[src/rtl/fifo_pkg.sv]
// -----------------------------------------------------------------------------
// fifo_pkg
// Shared constants and helpers for the single-clock and dual-clock FIFOs.
//   FIFO_DATA_WIDTH : default word width in bits
//   FIFO_ADDR_WIDTH : default address width (depth = 2**FIFO_ADDR_WIDTH)
//   level_width()   : bits needed to hold an occupancy count of 0..depth
// -----------------------------------------------------------------------------
package fifo_pkg;

    localparam int FIFO_DATA_WIDTH = 4;
    localparam int FIFO_ADDR_WIDTH = 3;

    // Smallest w such that 2**w > depth, i.e. enough bits to count 0..depth.
    // For a power-of-two depth this is log2(depth) + 1.
    function automatic int level_width(input int depth);
        int w;
        w = 0;
        while ((1 << w) <= depth) begin
            w = w + 1;
        end
        return w;
    endfunction

endpackage : fifo_pkg

[src/rtl/fifo_ram_1c.sv]
// -----------------------------------------------------------------------------
// fifo_ram_1c
// Single-clock storage array, 2**ADDR_WIDTH x DATA_WIDTH.
// Synchronous write port, asynchronous (combinational) read port, no reset:
// contents are undefined until written.
//   clk_i      : write clock
//   wr_en_i    : write strobe
//   wr_addr_i  : write index
//   wr_data_i  : write word
//   rd_addr_i  : read index
//   rd_data_o  : word at rd_addr_i, same cycle
// -----------------------------------------------------------------------------
module fifo_ram_1c
    import fifo_pkg::*;
#(
    parameter int DATA_WIDTH = FIFO_DATA_WIDTH,
    parameter int ADDR_WIDTH = FIFO_ADDR_WIDTH
) (
    input  logic                  clk_i,
    input  logic                  wr_en_i,
    input  logic [ADDR_WIDTH-1:0] wr_addr_i,
    input  logic [DATA_WIDTH-1:0] wr_data_i,
    input  logic [ADDR_WIDTH-1:0] rd_addr_i,
    output logic [DATA_WIDTH-1:0] rd_data_o
);

    localparam int DEPTH = 1 << ADDR_WIDTH;

    logic [DATA_WIDTH-1:0] mem_q [DEPTH];

    always_ff @(posedge clk_i) begin
        if (wr_en_i) begin
            mem_q[wr_addr_i] <= wr_data_i;
        end
    end

    assign rd_data_o = mem_q[rd_addr_i];

endmodule : fifo_ram_1c

[src/rtl/sync_fifo_level.sv]
// -----------------------------------------------------------------------------
// sync_fifo_level
// Single-clock FIFO with registered occupancy count, threshold flags, sticky
// error flags and a choice of registered or first-word-fall-through read.
//
// Handshake: a write is taken on a rising edge when wr_en=1 and full=0; a read
// is taken when rd_en=1 and empty=0. Both decisions use the registered flags
// as they stand before the edge, so a write never satisfies a read in the same
// cycle. rd_valid qualifies rd_data (a one-cycle pulse per read in registered
// mode, level-sensitive ~empty in FWFT mode).
//
// Ports:
//   clk, rst_n            : clock, asynchronous active-low reset
//   wr_en, wr_data        : write request and word
//   rd_en                 : read request (pops the head word)
//   clr_err               : synchronous clear of overflow/underflow
//   rd_data, rd_valid     : read word and its qualifier
//   full, empty           : occupancy flags
//   almost_full/empty     : threshold flags (level >= AFULL, level <= AEMPTY)
//   level                 : stored word count 0..depth
//   overflow, underflow   : sticky error flags
// -----------------------------------------------------------------------------
module sync_fifo_level
    import fifo_pkg::*;
#(
    parameter int DATA_WIDTH    = FIFO_DATA_WIDTH,
    parameter int ADDR_WIDTH    = FIFO_ADDR_WIDTH,
    parameter int AFULL_THRESH  = 6,
    parameter int AEMPTY_THRESH = 2,
    parameter bit FWFT          = 1'b0
) (
    input  logic                  clk,
    input  logic                  rst_n,
    input  logic                  wr_en,
    input  logic [DATA_WIDTH-1:0] wr_data,
    input  logic                  rd_en,
    input  logic                  clr_err,
    output logic [DATA_WIDTH-1:0] rd_data,
    output logic                  rd_valid,
    output logic                  full,
    output logic                  empty,
    output logic                  almost_full,
    output logic                  almost_empty,
    output logic [ADDR_WIDTH:0]   level,
    output logic                  overflow,
    output logic                  underflow
);

    localparam int DEPTH = 1 << ADDR_WIDTH;
    localparam int LVL_W = level_width(DEPTH);

    localparam logic [LVL_W-1:0] DEPTH_L  = LVL_W'(DEPTH);
    localparam logic [LVL_W-1:0] AFULL_L  = LVL_W'(AFULL_THRESH);
    localparam logic [LVL_W-1:0] AEMPTY_L = LVL_W'(AEMPTY_THRESH);

    // ------------------------------------------------------------------
    // State
    // ------------------------------------------------------------------
    logic [ADDR_WIDTH:0] wr_ptr_q, wr_ptr_d;
    logic [ADDR_WIDTH:0] rd_ptr_q, rd_ptr_d;
    logic [LVL_W-1:0]    level_q,  level_d;
    logic                full_q,   full_d;
    logic                empty_q,  empty_d;
    logic                afull_q,  afull_d;
    logic                aempty_q, aempty_d;
    logic                ovf_q,    ovf_d;
    logic                udf_q,    udf_d;

    logic                  wr_acc;
    logic                  rd_acc;
    logic [DATA_WIDTH-1:0] ram_rd_data;

    // The pointer MSB only distinguishes laps; occupancy comes from level_q.
    logic ptr_msb_unused;
    assign ptr_msb_unused = wr_ptr_q[ADDR_WIDTH] ^ rd_ptr_q[ADDR_WIDTH];

    assign wr_acc = wr_en & ~full_q;
    assign rd_acc = rd_en & ~empty_q;

    // ------------------------------------------------------------------
    // Next state
    // ------------------------------------------------------------------
    always_comb begin
        wr_ptr_d = wr_ptr_q;
        rd_ptr_d = rd_ptr_q;
        level_d  = level_q;

        if (wr_acc) begin
            wr_ptr_d = wr_ptr_q + 1'b1;
        end
        if (rd_acc) begin
            rd_ptr_d = rd_ptr_q + 1'b1;
        end

        unique case ({wr_acc, rd_acc})
            2'b10:   level_d = level_q + 1'b1;
            2'b01:   level_d = level_q - 1'b1;
            default: level_d = level_q;
        endcase

        // Flags derive from the next level so they change on the same edge.
        full_d   = (level_d == DEPTH_L);
        empty_d  = (level_d == '0);
        afull_d  = (level_d >= AFULL_L);
        aempty_d = (level_d <= AEMPTY_L);

        // Set has priority over clear so an error in the clearing cycle is kept.
        ovf_d = ovf_q;
        if (wr_en & full_q) begin
            ovf_d = 1'b1;
        end else if (clr_err) begin
            ovf_d = 1'b0;
        end

        udf_d = udf_q;
        if (rd_en & empty_q) begin
            udf_d = 1'b1;
        end else if (clr_err) begin
            udf_d = 1'b0;
        end
    end

    always_ff @(posedge clk or negedge rst_n) begin
        if (!rst_n) begin
            wr_ptr_q <= '0;
            rd_ptr_q <= '0;
            level_q  <= '0;
            full_q   <= 1'b0;
            empty_q  <= 1'b1;
            afull_q  <= 1'b0;
            aempty_q <= 1'b1;
            ovf_q    <= 1'b0;
            udf_q    <= 1'b0;
        end else begin
            wr_ptr_q <= wr_ptr_d;
            rd_ptr_q <= rd_ptr_d;
            level_q  <= level_d;
            full_q   <= full_d;
            empty_q  <= empty_d;
            afull_q  <= afull_d;
            aempty_q <= aempty_d;
            ovf_q    <= ovf_d;
            udf_q    <= udf_d;
        end
    end

    // ------------------------------------------------------------------
    // Storage
    // ------------------------------------------------------------------
    fifo_ram_1c #(
        .DATA_WIDTH (DATA_WIDTH),
        .ADDR_WIDTH (ADDR_WIDTH)
    ) u_ram (
        .clk_i     (clk),
        .wr_en_i   (wr_acc),
        .wr_addr_i (wr_ptr_q[ADDR_WIDTH-1:0]),
        .wr_data_i (wr_data),
        .rd_addr_i (rd_ptr_q[ADDR_WIDTH-1:0]),
        .rd_data_o (ram_rd_data)
    );

    // ------------------------------------------------------------------
    // Read output
    // ------------------------------------------------------------------
    generate
        if (FWFT) begin : g_fwft
            // Head word is shown directly; masked while empty so the
            // un-reset memory never leaks onto rd_data.
            assign rd_data  = empty_q ? '0 : ram_rd_data;
            assign rd_valid = ~empty_q;
        end else begin : g_reg
            logic [DATA_WIDTH-1:0] rd_data_q;
            logic                  rd_valid_q;

            always_ff @(posedge clk or negedge rst_n) begin
                if (!rst_n) begin
                    rd_data_q  <= '0;
                    rd_valid_q <= 1'b0;
                end else begin
                    rd_valid_q <= rd_acc;
                    if (rd_acc) begin
                        rd_data_q <= ram_rd_data;
                    end
                end
            end

            assign rd_data  = rd_data_q;
            assign rd_valid = rd_valid_q;
        end
    endgenerate

    assign full         = full_q;
    assign empty        = empty_q;
    assign almost_full  = afull_q;
    assign almost_empty = aempty_q;
    assign level        = level_q;
    assign overflow     = ovf_q;
    assign underflow    = udf_q;

endmodule : sync_fifo_level

[config.mk]
export PLATFORM = sky130hd
export DESIGN_NAME = sync_fifo_level
export DESIGN_NICKNAME = d
export VERILOG_FILES = /design/src/rtl/fifo_pkg.sv /design/src/rtl/fifo_ram_1c.sv /design/src/rtl/sync_fifo_level.sv
export SDC_FILE = /design/constraint.sdc
export NUM_CORES = 1
export LEC_CHECK = 0
export CAP_MARGIN = 10
export CELL_PAD_IN_SITES_DETAIL_PLACEMENT = 1
export CELL_PAD_IN_SITES_GLOBAL_PLACEMENT = 1
export CORE_MARGIN = 5
export CORE_UTILIZATION = 50
export DETAILED_ROUTE_END_ITERATION = 7
export PLACE_DENSITY = 0.8
export SLEW_MARGIN = 20
export SYNTH_ARGS = -nofsm -noshare
export SYNTH_HDL_FRONTEND = slang
export SYNTH_SLANG_ARGS = --single-unit
[constraint.sdc]
create_clock -name clk -period 5.8 [get_ports clk]
set_input_delay 0.87 -clock clk [delete_from_list [all_inputs] [get_ports clk]]
set_output_delay 0.87 -clock clk [all_outputs]
set_load 0.02 [all_outputs]
**After elaboration in Yosys (flattened, before gate mapping)**

Memory sizes are Yosys's and may differ from the RTL's. A register that Yosys moved wholly into a read port is not among the register bits.
Index checks and enable logic that the tools add are counted.

- Add/sub/neg operators: 4
- Order comparisons: 2
- Equal/unequal tests: 3
- Muxes and demuxes: 6
- Bitwise gates (word level): 6
- Reduce and logical (&&, ||, !) cells: 4

Operator list:

| cell | number |
|---|---|
| adder 4 x 1 -> 4 bit (second input constant) | 3 |
| case mux 4 bit (2 select lines) | 1 |
| two-way mux 1 bit | 5 |
| AND 1 bit | 4 |
| equality test 4 bit (second input constant) | 1 |
| >= comparator 4 x 3 -> 1 bit (second input constant) | 1 |
| less-or-equal comparator 4 x 2 -> 1 bit (second input constant) | 1 |
| logical NOT 4 bit | 1 |
| nonzero test 2 bit | 2 |
| subtractor 4 x 1 -> 4 bit (second input constant) | 1 |
| equality test 2 x 1 -> 1 bit (second input constant) | 1 |
| equality test 2 bit (second input constant) | 1 |
| inverter 1 bit | 2 |
| logical NOT 1 bit | 1 |

- Register bits after elaboration: 19
- Bits in writable memories: 32
- Bits of input ports: 9
- Output and inout port bits: 15
- Logic and storage cells: 36
- Memories kept: 1

Memory list:

| memory | depth | bits a word | rd ports | clocked after memory_dff | write ports | line | source |
|---|---|---|---|---|---|---|---|
| u_ram.mem_q | 8 | 4 | 1 | 1 | 1 | fifo_ram_1c.sv:29 | `logic [DATA_WIDTH-1:0] mem_q [DEPTH];` |

**Logic depth before layout (Yosys ltp)**

- Word-level depth: 5
- Depth in mapped cells: 11
- Depth with buffers taken out: 10

**Cells and area by module**

From an unflattened synthesis, not the netlist that was laid out.

- Cell total of the unflattened synthesis: 156
- Area total of the unflattened synthesis: 2,280.9 um^2

Modules (own cells, without submodules):

| module | times used | cells an instance | area each (um^2) | sequential area each (um^2) |
|---|---|---|---|---|
| fifo_ram_1c | 1 | 59 | 1,290.0 | 960.9 |
| sync_fifo_level | 1 | 97 | 991.0 | 528.0 |

**Worst setup path after synthesis**

OpenSTA, ideal clock, no wires.

- Path kind: input -> register
- Start point: input rd_en
- End point: register aempty_q (netlist: almost_empty)
- Setup time: 0.062 ns
- Data arrival time: 2.503 ns
- Data required time: 5.738 ns
- Path slack: 3.235 ns
- Stages on the path: 9
- Path buffers: 1
- Cell sequence: nand2b_4 > clkbuf_1 > inv_1 > ha_1 > and4b_1 > o21ai_1 > a221oi_2 > xnor2_1 > o311a_1

- Longest elaborated chain between the ends: 4
- Elaborated cells on any way between the ends: 5
- Classes of those cells: 1 x order compare; 2 x eq/ne; 1 x mux; 1 x bitwise

RTL lines:

| item | line | source |
|---|---|---|
| from (decl) | sync_fifo_level.sv:36 | `input logic rd_en,` |
| AND 1 bit * | sync_fifo_level.sv:78 | `assign rd_acc = rd_en & ~empty_q;` |
| equality test 2 x 1 -> 1 bit or equality test 2 bit (tied branches) | sync_fifo_level.sv:95 | `unique case ({wr_acc, rd_acc})` |
| case mux 4 bit (2 select lines) * | sync_fifo_level.sv:95 |  |
| less-or-equal comparator 4 x 2 -> 1 bit * | sync_fifo_level.sv:105 | `aempty_d = (level_d <= AEMPTY_L);` |
| net aempty_d | sync_fifo_level.sv:65 | `logic aempty_q, aempty_d;` |
| to (signal assigned) | sync_fifo_level.sv:141 | `aempty_q <= aempty_d;` |
| to (decl) | sync_fifo_level.sv:65 |  |

The timed path passes the listed nets; every way through them passes the cells marked *.
A chain may end at the register's enable or synchronous reset.

**Final worst setup path**

- Start point: input wr_en
- End point: register empty_q (netlist: empty)

- Longest elaborated chain between the ends: 4
- Elaborated cells on any way between the ends: 5
- Classes of those cells: 2 x eq/ne; 1 x mux; 1 x bitwise; 1 x reduce/logical

RTL lines:

| item | line | source |
|---|---|---|
| from (decl) | sync_fifo_level.sv:34 | `input logic wr_en,` |
| AND 1 bit * | sync_fifo_level.sv:77 | `assign wr_acc = wr_en & ~full_q;` |
| equality test 2 x 1 -> 1 bit or equality test 2 bit (tied branches) | sync_fifo_level.sv:95 |  |
| case mux 4 bit (2 select lines) * | sync_fifo_level.sv:95 |  |
| net level_d[3] | sync_fifo_level.sv:61 | `logic [LVL_W-1:0] level_q, level_d;` |
| logical NOT 4 bit * | sync_fifo_level.sv:103 | `empty_d = (level_d == '0);` |
| net empty_d | sync_fifo_level.sv:63 | `logic empty_q, empty_d;` |
| to (signal assigned) | sync_fifo_level.sv:139 | `empty_q <= empty_d;` |
| to (decl) | sync_fifo_level.sv:63 |  |

Marks and branches as above.

==> run_results.csv <==
group,metric,value,unit
floorplanning,die-height,76.78,µm
grt,initial_antenna_violation_count,0,
timing,layout_worst_path_cycle_share,0.5560,
grt,globalRoute.totalOverflow,0,
routing,via_per_inst,5.546,
routing,via_count,1259,
clock_network,clock_tree.buffer_depth,2,
logic_synthesis,mappedNetlistArea,2230,µm²
floorplanning,core,4354,µm²
routing,detailedRoute.firstPassIterationCount,4,
routing,wl,4.542,mm
floorplanning,floorplan.initialDensity,0.5121,
clock_network,cts_tree,"built",
setup_path,cp_slowest_stage_delay,0.52,ns
logic_synthesis,postSynthNetCount,162,
flow_run,timing.max_cap.violations,0,
routing,route.detailed.drc,0,
setup_path,top_fanout_value_on_the_critical_path,10,
power,power.density_cell_area,550.6,nW/µm²
clock_network,cts_setup_buffers,0,
power,total_leakage_power,0.9809,nW
floorplanning,row_count,24,
grt,grt_pass1_wl,7.638,mm
clock_network,clock_insertion_delay_worst_skew,0.30,ns
logic_synthesis,synthFlopType,"sky130_fd_sc_hd__edfxtp_1",
cells_and_area,nNetsFinal,187,
placement,dp_cells,219,
logic_synthesis,synth-edff-count,32,
grt,pin_count_of_the_biggest_net_entering_global_routing,22,
timing,worst_slack,2.575,ns
min_path,worst_hold_path_type,"reg2reg",
routing,final_antenna_net_count,0,
placement,placement.io_buffers,23,
cells_and_area,layout.cells.most_common_list,"32 x sky130_fd_sc_hd__edfxtp_1, 23 x sky130_fd_sc_hd__clkdlybuf4s50_1, 19 x sky130_fd_sc_hd__dfrtp_1",
cells_and_area,layout-area-overhead-vs-synth,17.73,%
floorplanning,design.die.area,5894,µm²
clock_network,clock_sinks,53,
clock_network,clock_pin_slew_on_the_worst_setup_and_hold_paths,0.09,ns
timing,timing.final.crit_period,3.225,ns
logic_synthesis,synthesis.yosys.warnings,0,
placement,placement.setup.worst_slack,2.255,ns
timing,setup_viol_count_final,0,
routing,dr.first_iter.drc_count,57,
timing,timing_worst_slew_pin_value,1.001,ns
cells_and_area,mostFrequentLayoutCell,"sky130_fd_sc_hd__edfxtp_1",
power,power.ir.vdd_worst,286.0,µV
timing,achievable-frequency,310.1,MHz
logic_synthesis,postSynth.asyncResetShare,0.3962,
floorplanning,pin_count,24,
clock_network,clock_tree.htree_level_count,2,
timing,fin_hold_ws,0.5213,ns
grt,grt_pass1_vias,1464,
timing,fin_skew,0.005562,ns
floorplanning,die-width,76.78,µm
cells_and_area,num_antenna_cells,0,
timing,maxSlewHeadroom,0.3265,
grt,grtUsageTotal,0.1675,
placement,placed_area,2501,µm²
placement,place.gp.congestion,0.8197,
setup_path,crit_slowest_cell,"sky130_fd_sc_hd__nor2b_1",
logic_synthesis,postSynthRegisterBits,53,
cells_and_area,final_area,2625,µm²
setup_path,critical_path_buffer_and_inverter_count,3,
setup_path,arrival,3.46,ns
setup_path,worst_ep_required_time,6.04,ns
clock_network,cts_resized,0,
setup_path,timing.critical_path.max_delay_family,"simple AND/OR/NAND/NOR gates",
timing,hold_viol,0,
clock_network,cts_hold_buf,0,
logic_synthesis,postSynthCellCount,149,
setup_path,critical_path_class,"in2reg",
cells_and_area,post_route_cells_drive_above_1_share,0.1429,
clock_network,cts-buffers-inserted,5,
run_status,status,"complete, no violations",
timing,fin_setup_tns,0,ns
routing,drt-wirelength-per-cell,20.01,µm
setup_path,timing.critical_path.cells,"clkdlybuf4s50_1 > nor2b_1 > inv_4 > ha_1 > nor3b_2 > a31oi_4 > a221oi_2 > xnor2_1 > inv_1 > nor2_1",
placement,place_hpwl,3.411,mm
timing,rsz0062_at_grt,"no",
clock_network,clock_tree.root_cell,"sky130_fd_sc_hd__clkbuf_8",
logic_synthesis,postSynthAreaPerCell,14.96,µm²
setup_path,worst_setup_path_start_kind,"input port",
logic_synthesis,netlist-cell-type-count,35,
cells_and_area,instances_no_fill,227,
setup_path,crit_path_end_kind,"flip-flop",
logic_synthesis,synth_sequential_area_ratio,0.6678,
timing,timing_max_transition_violations_final,0,
-- worst reg2reg max path: cells and delay by family, from the launching register on --
family / cells / cell delay (ns)
AND/OR/NAND/NOR: 3 / 0.93
buffers and inverters: 2 / 0.26
XOR/XNOR: 1 / 0.21
flip-flops: 1 / 0.40
AO/OA/AOI/OAI: 2 / 0.37
adder cells (fa/ha/maj): 1 / 0.32
-- kinds of logic after synthesis --
family                     count (synthesis)  share of synthesized area
muxes                                     13                     0.1033
and+or+nand+nor                           42                    0.09540
adders and majority gates                  4                    0.02245
DFF                                       53                     0.6678
xor gates and xnor gates                   7                    0.02750
AOI/OAI and AO/OA                         16                    0.05668
buffers and inverters                     14                    0.02694
-- cells in the mapped netlist (all sizes together), types with 2 or more instances --
master,count,area [µm²]
clkbuf,2,7.510
nand2,18,67.56
dfrtp,19,475.5
ha,4,50.05
mux4,8,180.2
o21ai,8,40.04
buf,3,16.26
nor2b,3,18.77
mux2i,5,50.05
dfstp,2,52.55
edfxtp,32,960.9
xnor2,7,61.31
nor2,6,22.52
nand2b,3,26.27
nor3,7,35.03
inv,9,36.29
nor3b,2,20.02
-- state kept, by name, summed over array words and instances (netlist names) --
signal / cells
almost_empty: 1
almost_full: 1
underflow: 1
rd_ptr_q: 3
empty: 1
rd_data: 4
wr_ptr_q: 3
overflow: 1
level: 4
full: 1
u_ram.mem_q: 32
rd_valid: 1
-- worst paths after layout --
check                         endpoint        from  depth (start not counted)  slack, ns
max reg2reg                      empty        full                          9       3.24
min                         rd_data[0]  rd_data[0]                          2       0.52
min reg2reg                 rd_data[0]  rd_data[0]                          2       0.52
max in group asynchronous  wr_ptr_q[0]       rst_n                          1       4.13
min in group asynchronous    underflow       rst_n                          1       1.09
max                              empty       wr_en                         10       2.58
-- power by group --
group / internal, mW / switching, mW / total (mW)
sequential: 0.514 / 0.117 / 0.631
combinational: 0.270 / 0.291 / 0.561
clock: 0.137 / 0.117 / 0.253
-- layout make-up --
cell class	count	area [µm²]
Inverter	9	36.28
Timing Repair Buffer	23	230.2
Fill cell	409	1729
Multi-Input combinational cell	82	680.7
Clock inverter	1	5.005
Sequential cell	53	1489
Clock buffer	7	118.9
Tap cell	52	65.06
-- layer usage --
| metal | global-route usage | up-vias | part of all wire |
|---|---|---|---|
| li1 | - | 591 | - |
| met1 | 0.2158 | 643 | 0.44 |
| met2 | 0.2818 | 18 | 0.52 |
| met3 | 0.04098 | 7 | 0.027 |
| met4 | 0.04545 | 0 | 0.016 |
| met5 | 0 | - | 0 |
-- stage by stage --
| step | utilization | power, mW |
|---|---|---|
| 2_1_floorplan | - | 0.9871 |
| 3_3_place_gp | 0.5744 | 1.166 |
| 3_5_place_dp | 0.5744 | 1.209 |
| 4_1_cts | 0.6029 | 1.465 |
| 5_1_grt | 0.6029 | 1.544 |
| 6_report | 0.6029 | 1.445 |
Note: power is estimated with default switching activity, not from simulation.
